--- src/rtl/stage_pkg.sv ---
// ---------------------------------------------------------------------------
// stage_pkg
// Shared constants for the instruction stage sequencer and the stage-enable
// decoder that consumes its Stage code.
//   STAGE_W             : width of the Stage code
//   STAGE_*             : stage encodings (0 = idle, 1..5 = active stages)
//   NOP_OPCODE_DEFAULT  : opcode that marks a no-operation instruction
// ---------------------------------------------------------------------------
package stage_pkg;

  localparam int STAGE_W = 3;

  localparam logic [STAGE_W-1:0] STAGE_IDLE    = 3'd0;
  localparam logic [STAGE_W-1:0] STAGE_FETCH   = 3'd1;
  localparam logic [STAGE_W-1:0] STAGE_DECODE  = 3'd2;
  localparam logic [STAGE_W-1:0] STAGE_EXECUTE = 3'd3;
  localparam logic [STAGE_W-1:0] STAGE_MEMORY  = 3'd4;
  localparam logic [STAGE_W-1:0] STAGE_WB      = 3'd5;

  localparam logic [3:0] NOP_OPCODE_DEFAULT = 4'h0;

endpackage : stage_pkg

--- src/rtl/stage_sequencer.sv ---
// ---------------------------------------------------------------------------
// stage_sequencer
// Walks each instruction through Fetch, Decode, Execute, Memory, Write Back
// and reports the current stage to the stage-enable decoder. Supports
// free-run (Run), single-step (Step) and halt-at-boundary (Halt_Req), and
// stalls the Memory stage until data memory is ready.
//
// Ports
//   Clock        : clock, all state updates on the rising edge
//   Reset        : synchronous, active-high
//   Run          : level, issue instructions back-to-back while high
//   Step         : from idle, one high cycle runs exactly one instruction
//   Halt_Req     : pulse, finish the current instruction then go idle
//   Mem_Ready    : data memory ready, looked at only in the Memory stage
//   IR_Opcode    : opcode field of the instruction register (valid stage 2+)
//   Stage        : registered stage code, 0 = idle, 1..5 = active
//   NOP_FLAG     : current instruction is a NOP
//   Instr_Done   : one-cycle pulse after the Write Back stage completes
//   Busy         : Stage is not idle
//   Instr_Count  : retired instructions, wraps modulo 2^COUNT_W
// ---------------------------------------------------------------------------
module stage_sequencer
  import stage_pkg::*;
#(
  parameter int                    OPCODE_W   = 4,
  parameter logic [OPCODE_W-1:0]   NOP_OPCODE = OPCODE_W'(NOP_OPCODE_DEFAULT),
  parameter int                    COUNT_W    = 16
) (
  input  logic                Clock,
  input  logic                Reset,
  input  logic                Run,
  input  logic                Step,
  input  logic                Halt_Req,
  input  logic                Mem_Ready,
  input  logic [OPCODE_W-1:0] IR_Opcode,
  output logic [STAGE_W-1:0]  Stage,
  output logic                NOP_FLAG,
  output logic                Instr_Done,
  output logic                Busy,
  output logic [COUNT_W-1:0]  Instr_Count
);

  logic [STAGE_W-1:0] state_q, state_d;
  logic               step_mode_q, step_mode_d;     // instruction was started by Step alone
  logic               halt_pending_q, halt_pending_d;
  logic               nop_q, nop_d;
  logic               done_q, done_d;
  logic [COUNT_W-1:0] count_q, count_d;

  logic opcode_is_nop;
  logic halt_now;

  assign opcode_is_nop = (IR_Opcode == NOP_OPCODE);
  // A halt arriving during Write Back itself must still stop this boundary.
  assign halt_now      = halt_pending_q | Halt_Req;

  always_comb begin
    // NOTE: every signal assigned here gets a default first, so no path
    // through the case can leave it unassigned and infer a latch.
    state_d        = state_q;
    step_mode_d    = step_mode_q;
    halt_pending_d = halt_pending_q;
    nop_d          = nop_q;

    case (state_q)
      STAGE_IDLE: begin
        // Run wins over Step, so a simultaneous Step still free-runs.
        if (Run) begin
          state_d     = STAGE_FETCH;
          step_mode_d = 1'b0;
        end else if (Step) begin
          state_d     = STAGE_FETCH;
          step_mode_d = 1'b1;
        end
      end
      STAGE_FETCH:   state_d = STAGE_DECODE;
      STAGE_DECODE: begin
        state_d = STAGE_EXECUTE;
        nop_d   = opcode_is_nop;
      end
      STAGE_EXECUTE: state_d = STAGE_MEMORY;
      STAGE_MEMORY: begin
        // NOPs never touch data memory, so they never stall.
        if (Mem_Ready || nop_q) state_d = STAGE_WB;
      end
      STAGE_WB: begin
        nop_d   = 1'b0;
        state_d = (Run && !halt_now && !step_mode_q) ? STAGE_FETCH : STAGE_IDLE;
      end
      default: state_d = STAGE_IDLE;
    endcase

    if (state_q != STAGE_IDLE && Halt_Req) halt_pending_d = 1'b1;
    if (state_d == STAGE_IDLE)             halt_pending_d = 1'b0;
  end

  assign done_d  = (state_q == STAGE_WB);
  assign count_d = done_d ? count_q + COUNT_W'(1) : count_q;

  always_ff @(posedge Clock) begin
    // NOTE: reset is sampled on the clock edge here (synchronous), and all
    // state uses non-blocking assignment so every register sees the values
    // from before this edge.
    if (Reset) begin
      state_q        <= STAGE_IDLE;
      step_mode_q    <= 1'b0;
      halt_pending_q <= 1'b0;
      nop_q          <= 1'b0;
      done_q         <= 1'b0;
      count_q        <= '0;
    end else begin
      state_q        <= state_d;
      step_mode_q    <= step_mode_d;
      halt_pending_q <= halt_pending_d;
      nop_q          <= nop_d;
      done_q         <= done_d;
      count_q        <= count_d;
    end
  end

  always_comb begin
    NOP_FLAG = 1'b0;
    if (state_q == STAGE_DECODE)     NOP_FLAG = opcode_is_nop;
    else if (state_q >= STAGE_EXECUTE) NOP_FLAG = nop_q;
  end

  assign Stage       = state_q;
  assign Busy        = (state_q != STAGE_IDLE);
  assign Instr_Done  = done_q;
  assign Instr_Count = count_q;

endmodule : stage_sequencer
--- config.mk ---
export PLATFORM = sky130hd
export DESIGN_NAME = stage_sequencer
export DESIGN_NICKNAME = d
export VERILOG_FILES = /design/src/rtl/stage_pkg.sv /design/src/rtl/stage_sequencer.sv
export SDC_FILE = /design/constraint.sdc
export NUM_CORES = 1
export LEC_CHECK = 0
export CORE_ASPECT_RATIO = 1.5
export CORE_MARGIN = 2
export CORE_UTILIZATION = 45
export CTS_CLUSTER_DIAMETER = 100
export DETAILED_ROUTE_END_ITERATION = 7
export MAX_ROUTING_LAYER = met4
export PLACE_DENSITY = 0.73
export REMOVE_ABC_BUFFERS = 1
export SETUP_SLACK_MARGIN = 0.3
export SLEW_MARGIN = 5
export SYNTH_ARGS = -nofsm -noshare
export SYNTH_HDL_FRONTEND = slang
export SYNTH_SLANG_ARGS = --single-unit
--- constraint.sdc ---
create_clock -name Clock -period 3.7 [get_ports Clock]
set_clock_uncertainty 0.15 [all_clocks]
set_input_delay 0.37 -clock Clock [delete_from_list [all_inputs] [get_ports Clock]]
set_output_delay 0.37 -clock Clock [all_outputs]
set_load 0.01 [all_outputs]
==> results.sh, run 1 <==
export IMPL_clkLatencyLatePin_ns=0.30
export IMPL_hpwl_um=1630
export IMPL_via_count=987
export IMPL_path_max_fanout=2
export IMPL_wire_per_inst_um=12.4
export IMPL_async_reset_ff_frac=0
export IMPL_slew_viol_final=0
export IMPL_tightest_slew_ns=0.914
export IMPL_crit_path_end="NOP_FLAG"
export IMPL_layout_common_cells="clkdlybuf4s50_1, dfxtp_1, nor2_1"
export IMPL_fin_cells=180
export IMPL_dr_wl_met2_um=1170
export IMPL_wl_met1_um=968
export IMPL_drt_iter0_markers=14
export IMPL_wl_met3_um=90
export IMPL_synth_edf_count=0
export IMPL_firstDrtPassIters=4
export IMPL_drc=0
export IMPL_rsz0062_at_grt="false"
export IMPL_critPathBufInv=2
export IMPL_dieArea_um2=2860
export IMPL_relSlewSlack=0.389
export IMPL_drive_gt1_frac=0.0637
export IMPL_area_delta_synth_final_pct=30.4
export IMPL_start_kind="input port"
export IMPL_ant_nets=0
export IMPL_nNetsFinal=169
export IMPL_synth_seq_area_share=0.419
export IMPL_grt_pass1_wl_um=3870
export IMPL_r2r_end="Instr_Count[14]"
export IMPL_gr_total_overflow=0
export IMPL_core_um2=2290
export IMPL_cts_hold_buf=0
export IMPL_vdd_drop_max_v=0.000191
export IMPL_r2r_start="Stage[0]"
export IMPL_syn_area_per_cell_um2=8.53
export IMPL_syn_inst=129
export IMPL_status="finished, final reports clean"
export IMPL_synth_flop_cell="dfxtp_1"
export IMPL_ys_types=34
export IMPL_final_common_cell="clkdlybuf4s50_1"
export IMPL_required_ns=3.18
export IMPL_fp_row_count=21
export IMPL_finalWirelength_um=2230
export IMPL_clk_pin_slew_ns=0.12
export IMPL_worstSetupPathType="input port to output port"
export IMPL_post_route_period_util=0.644
export IMPL_multi_input_area_um2=588
export IMPL_timing_final_setup_violations=0
export IMPL_hold_path_class="register to register"
export IMPL_floorplan_initialDensity=0.481
export IMPL_cts_sinks=23
export IMPL_fp_dieH_um=64.6
export IMPL_ctsRootBufferMaster="clkbuf_4"
export IMPL_fmax_ghz=0.420
export IMPL_dpl_cell_count=176
export IMPL_critPathArrivalTime_ns=1.86
export IMPL_cts_tree="built"
export IMPL_power_mw=0.462
export IMPL_cts_resized_gates=0
export IMPL_grt_pass1_vias=924
export IMPL_portBuffers=31
export IMPL_critPathTopFamily="buffers and inverters"
export IMPL_leakage_nw=0.495
export IMPL_clockBufferDepth=2
export IMPL_hold_ws_ns=0.371
export IMPL_cp_end_kind="output port"
export IMPL_cts_buffers=3
export IMPL_place_congestion=0.761
export IMPL_slowest_delay_ns=0.53
export IMPL_reg2reg_slack_ns=1.69
export IMPL_viasPerCell=5.48
export IMPL_fin_tns_setup_ns=0
export IMPL_die_width_um=44.4
export IMPL_yosysWarnings=0
export IMPL_cp_depth=4
export IMPL_num_io_pins=32
export IMPL_h_tree_depth=1
export IMPL_n_fill_cell=207
export IMPL_diodes=0
export IMPL_startpoint="IR_Opcode[1]"
export IMPL_cts_setup_buffers=0
export IMPL_cpMostUsedCell="clkdlybuf4s50_1"
export IMPL_top_layer_used="met3"
export IMPL_path_cells="clkdlybuf4s50_1 > nor4_1 > a32o_1 > clkdlybuf4s50_1"
export IMPL_maxCapViolCount=0
export IMPL_hold_viol_final=0
export IMPL_slowest_stage="clkdlybuf4s50_1"
export IMPL_grt_max_degree=26
export IMPL_grt_usage=0.179
export IMPL_antenna_found_initial=0
export IMPL_ff2ff_path_depth=4
export IMPL_p_per_area_nw_per_um2=322
export IMPL_fin_crit_ns=2.38
export IMPL_synth_seq_cells=23
export IMPL_regArea_um2=460
export IMPL_netlist_area_um2=1100
[per-layer routing]
layer	GRT usage	vias to the layer above
met2	0.313	25
met5	-	-
li1	-	499
met1	0.204	463
met4	0.0568	0
met3	0.0251	0
[power breakdown]
part	internal, mW	total [mW]	switching, mW
Combinational	0.0398	0.0742	0.0344
Clock	0.0403	0.114	0.0735
Sequential	0.256	0.274	0.0180
[metrics by stage]
step / setup slack, ns / util / area [um^2]
after global placement: 1.34 / 0.615 / 1410
after floorplan: 1.89 / - / 1070
final: 1.32 / 0.627 / 1430
after global routing: 1.19 / 0.627 / 1430
after detailed placement: 1.32 / 0.615 / 1410
after CTS: 1.31 / 0.627 / 1430
[cell type report]
class / instances / area share
Clock buffer: 3 / 0.0157
Clock inverter: 1 / 0.00349
Sequential cell: 23 / 0.321
Inverter: 5 / 0.0131
Timing Repair Buffer: 31 / 0.216
Tap cell: 23 / 0.0201
Multi-Input combinational cell: 94 / 0.410
[registers in the layout, indices dropped and copies added, names as in the netlist]
| signal | count |
|---|---|
| halt_pending_q | 1 |
| Stage | 3 |
| Instr_Count | 16 |
| Instr_Done | 1 |
| step_mode_q | 1 |
| nop_q | 1 |
[cell usage after synthesis (2+ instances only)]
| cell type | instances | share of area |
|---|---|---|
| nor2_1 | 23 | 0.078 |
| mux2_1 | 2 | 0.020 |
| buf_2 | 2 | 0.0091 |
| a21oi_1 | 7 | 0.032 |
| nor2b_1 | 2 | 0.011 |
| dfxtp_1 | 23 | 0.42 |
| xor2_1 | 4 | 0.032 |
| nand4_1 | 6 | 0.034 |
| inv_1 | 4 | 0.014 |
| and2_1 | 2 | 0.011 |
| nand3_1 | 3 | 0.014 |
| nand2_1 | 10 | 0.034 |
| clkbuf_1 | 4 | 0.014 |
| nor3_1 | 5 | 0.023 |
| and3_1 | 2 | 0.011 |
| xnor2_1 | 8 | 0.064 |
| nor4_1 | 4 | 0.023 |
| a31o_1 | 2 | 0.016 |
[worst min-delay path: stages, from the launching register on]
cell and delay [ns]:
dfxtp_1 0.36, nand2_1 0.07, a21oi_1 0.05
[cells by family (layout without fill, tap and decap cells)]
| kind of cell | count (synthesis) | count (layout) | synth area share |
|---|---|---|---|
| adder cells (fa/ha/maj) | 1 | 1 | 0.0114 |
| flip-flops | 23 | 23 | 0.419 |
| XOR/XNOR | 12 | 12 | 0.0956 |
| AND/OR/NAND/NOR | 64 | 64 | 0.295 |
| AO/OA/AOI/OAI | 15 | 15 | 0.113 |
| buffers and inverters | 12 | 40 | 0.0466 |
| multiplexers | 2 | 2 | 0.0205 |
[worst min-delay path by stage]
stage,startpoint,to,slack [ns],cells past startpoint
global route,Instr_Count[1],Instr_Count[1],0.39,2
CTS,Instr_Count[1],Instr_Count[1],0.38,2
detailed placement,Instr_Count[1],Instr_Count[1],0.36,2
finish,Instr_Count[1],Instr_Count[1],0.37,2
floorplan,Reset,halt_pending_q,0.28,1
global placement,Instr_Count[1],Instr_Count[1],0.34,2
No activity file was read; power rests on OpenSTA's default activity.
==> run 2: changes to the inputs <==
--- a/config.mk
+++ b/config.mk
@@ -7,11 +7,11 @@
 export LEC_CHECK = 0
 export CORE_ASPECT_RATIO = 1.5
 export CORE_MARGIN = 2
-export CORE_UTILIZATION = 45
+export CORE_UTILIZATION = 41
 export CTS_CLUSTER_DIAMETER = 100
 export DETAILED_ROUTE_END_ITERATION = 7
 export MAX_ROUTING_LAYER = met4
-export PLACE_DENSITY = 0.73
+export PLACE_DENSITY = 0.7
 export REMOVE_ABC_BUFFERS = 1
 export SETUP_SLACK_MARGIN = 0.3
 export SLEW_MARGIN = 5
==> constraint.sdc (replaced) <==
create_clock -name Clock -period 1.95 [get_ports Clock]
set_clock_uncertainty 0.15 [all_clocks]
set_input_delay 0.195 -clock Clock [delete_from_list [all_inputs] [get_ports Clock]]
set_output_delay 0.195 -clock Clock [all_outputs]
set_load 0.01 [all_outputs]
==> run 2 against run 1 <==
Register-to-register slack got worse by 1.4 ns. Hold slack got worse by 0.17 ns. Via count increased by 7.9%. Critical endpoint is now halt_pending_q. Worst setup slack got worse by 1.1 ns. Utilization increased by 1.4 points. Die area increased by 9.0%. First-iteration DRC count decreased by 14%. Sequential power increased by 87%. Power increased by 120%. Global-route usage increased by 1.2 points. Critical path depth unchanged.
==> results.sh, run 2 (same netlist as run 1, synthesis figures left out) <==
export IMPL_status="finished, final reports clean"
export IMPL_hold_path_class="input port to register"
export IMPL_rsz0062_at_grt="true"
export IMPL_grt_pass1_vias=1037
export IMPL_dieArea_um2=3120
export IMPL_final_common_cell="clkdlybuf4s50_1"
export IMPL_largest_reg_flops=16
export IMPL_grt_pass1_wl_um=4310
export IMPL_slowest_stage="or4b_4"
export IMPL_grt_max_degree=18
export IMPL_critPathBufInv=0
export IMPL_n_fill_cell=220
export IMPL_critPathTopFamily="compound AO/OA/AOI/OAI gates"
export IMPL_required_ns=1.99
export IMPL_clk_pin_slew_ns=0.08
export IMPL_dpl_cell_count=201
export IMPL_power_mw=1.00
export IMPL_die_width_um=46.3
export IMPL_design_area_um2=1680
export IMPL_place_congestion=0.783
export IMPL_clkLatencyLatePin_ns=0.26
export IMPL_fp_row_count=23
export IMPL_sw_frac_of_total=0.265
export IMPL_clockBufferDepth=2
export IMPL_post_route_period_util=0.864
export IMPL_via_count=1065
export IMPL_ctsRootBufferMaster="clkbuf_8"
export IMPL_ff2ff_path_depth=4
export IMPL_r2r_start="step_mode_q"
export IMPL_grt_usage=0.191
export IMPL_fin_tns_setup_ns=0
export IMPL_core_um2=2620
export IMPL_hpwl_um=1920
export IMPL_cts_tree="built"
export IMPL_clock_power_share=0.294
export IMPL_cp_end_kind="register"
export IMPL_ant_nets=0
export IMPL_cts_buffers=3
export IMPL_path_max_fanout=2
export IMPL_antenna_found_initial=0
export IMPL_drt_iter0_markers=12
export IMPL_r2r_end="halt_pending_q"
export IMPL_drive_gt1_frac=0.276
export IMPL_area_delta_synth_final_pct=52.7
export IMPL_fin_cells=211
export IMPL_switchingPower_mw=0.265
export IMPL_holdPathEnd="step_mode_q"
export IMPL_start_kind="register"
export IMPL_cp_depth=4
export IMPL_power_internal_mw=0.735
export IMPL_hold_viol_final=0
export IMPL_path_cells="or4b_4 > a2111oi_4 > a21oi_2 > a211oi_2"
export IMPL_pwr_share_comb=0.194
export IMPL_fmax_ghz=0.594
export IMPL_hp_start="Run"
export IMPL_fin_crit_ns=1.68
export IMPL_worstSetupPathType="register to register"
export IMPL_tightest_slew_ns=0.317
export IMPL_viasPerCell=5.05
export IMPL_nNetsFinal=186
export IMPL_reg2reg_slack_ns=0.27
export IMPL_num_io_pins=32
export IMPL_h_tree_depth=1
export IMPL_cts_sinks=23
export IMPL_slowest_delay_ns=0.52
export IMPL_floorplan_initialDensity=0.420
export IMPL_leakage_nw=0.650
export IMPL_fp_dieH_um=67.4
export IMPL_timing_final_setup_violations=0
export IMPL_diodes=0
export IMPL_firstDrtPassIters=4
export IMPL_finalWirelength_um=2630
export IMPL_drc=0
export IMPL_wire_per_inst_um=12.5
export IMPL_maxCapViolCount=0
export IMPL_cts_hold_buf=0
export IMPL_p_seq_frac=0.513
export IMPL_portBuffers=31
export IMPL_relSlewSlack=0.787
export IMPL_vdd_drop_max_v=0.000515
export IMPL_gr_total_overflow=0
export IMPL_placed_area_um2=1510
export IMPL_slew_viol_final=0
export IMPL_fin_util=0.641
export IMPL_critPathArrivalTime_ns=1.72
export IMPL_p_per_area_nw_per_um2=596
export IMPL_hold_path_depth=3
export IMPL_layout_common_cells="clkdlybuf4s50_1, nor2_1, buf_4"
[run 2: cell count changes in the layout (fill, tap and decap cells not counted), moves of 2 or more]
cell             change
buf_4               +16
dfxtp_1              -9
clkdlybuf4s50_1      -7
dfxtp_2              +5
dlygate4sd2_1        +5
dfxtp_4              +4
clkbuf_4             -3
clkbuf_8             +3
nor4_1               -3
nor2_1               -2
nor2_2               +2
nor3_1               -2
nor4_2               +2
[run 2: area by class of cell]
class | count | area, um^2 | share of cell area
multi-input combinational | 94 | 654 | 0.390
tap | 37 | 46.3 | 0.0276
inverter | 5 | 18.8 | 0.0112
clock buffer | 4 | 45.0 | 0.0268
timing repair buffer | 48 | 433 | 0.258
sequential | 23 | 482 | 0.287
[run 2: routing by layer]
layer,GRT usage,vias to the layer above,share of wire
met5,-,-,0
met1,0.206,504,0.40
li1,-,534,-
met3,0.0267,2,0.033
met2,0.347,25,0.57
met4,0.0571,0,0.0042
[run 2: worst reg2reg max path: cells and delay by family, from the launching register on]
| kind | cells | cell delay (ns) |
|---|---|---|
| simple gates | 1 | 0.52 |
| flops | 1 | 0.33 |
| compound gates | 3 | 0.61 |
[run 2: power by group through the flow]
stage,combinational [mW],sequential (mW),clock (mW)
after global routing,0.210,0.515,0.319
after detailed placement,0.168,0.522,0
final,0.194,0.513,0.294
after floorplan,0.0745,0.527,0
after global placement,0.164,0.521,0
after CTS,0.188,0.514,0.295
[run 2: timing repair]
item | CTS | global route
setup buffers | 4 | 2
pin swaps | 6 | 5
gates resized for setup | 20 | 18
endpoints found under the setup margin | 11 | 12
[run 2: stage by stage]
| step | setup WS [ns] | hold slack, ns |
|---|---|---|
| 2_1_floorplan | 0.142 | 0.110 |
| 3_3_place_gp | -0.0584 | 0.347 |
| 3_5_place_dp | -0.136 | 0.351 |
| 4_1_cts | 0.210 | 0.200 |
| 5_1_grt | 0.218 | 0.221 |
| 6_report | 0.266 | 0.206 |
[run 2: how the worst max path moves through the flow]
stage,from,to
finish,step_mode_q,halt_pending_q
global route,step_mode_q,halt_pending_q
CTS,IR_Opcode[2],NOP_FLAG
detailed placement,IR_Opcode[1],NOP_FLAG
global placement,IR_Opcode[1],NOP_FLAG
floorplan,Stage[0],Instr_Count[15]
==> run 3: changes to the inputs <==
--- a/config.mk
+++ b/config.mk
@@ -5,6 +5,7 @@
 export SDC_FILE = /design/constraint.sdc
 export NUM_CORES = 1
 export LEC_CHECK = 0
+export ABC_CLOCK_PERIOD_IN_PS = 1950
 export CORE_ASPECT_RATIO = 1.5
 export CORE_MARGIN = 2
 export CORE_UTILIZATION = 41
==> results of run 3 <==
No change in the layout: final DEF, timing and power equal those of run 2.
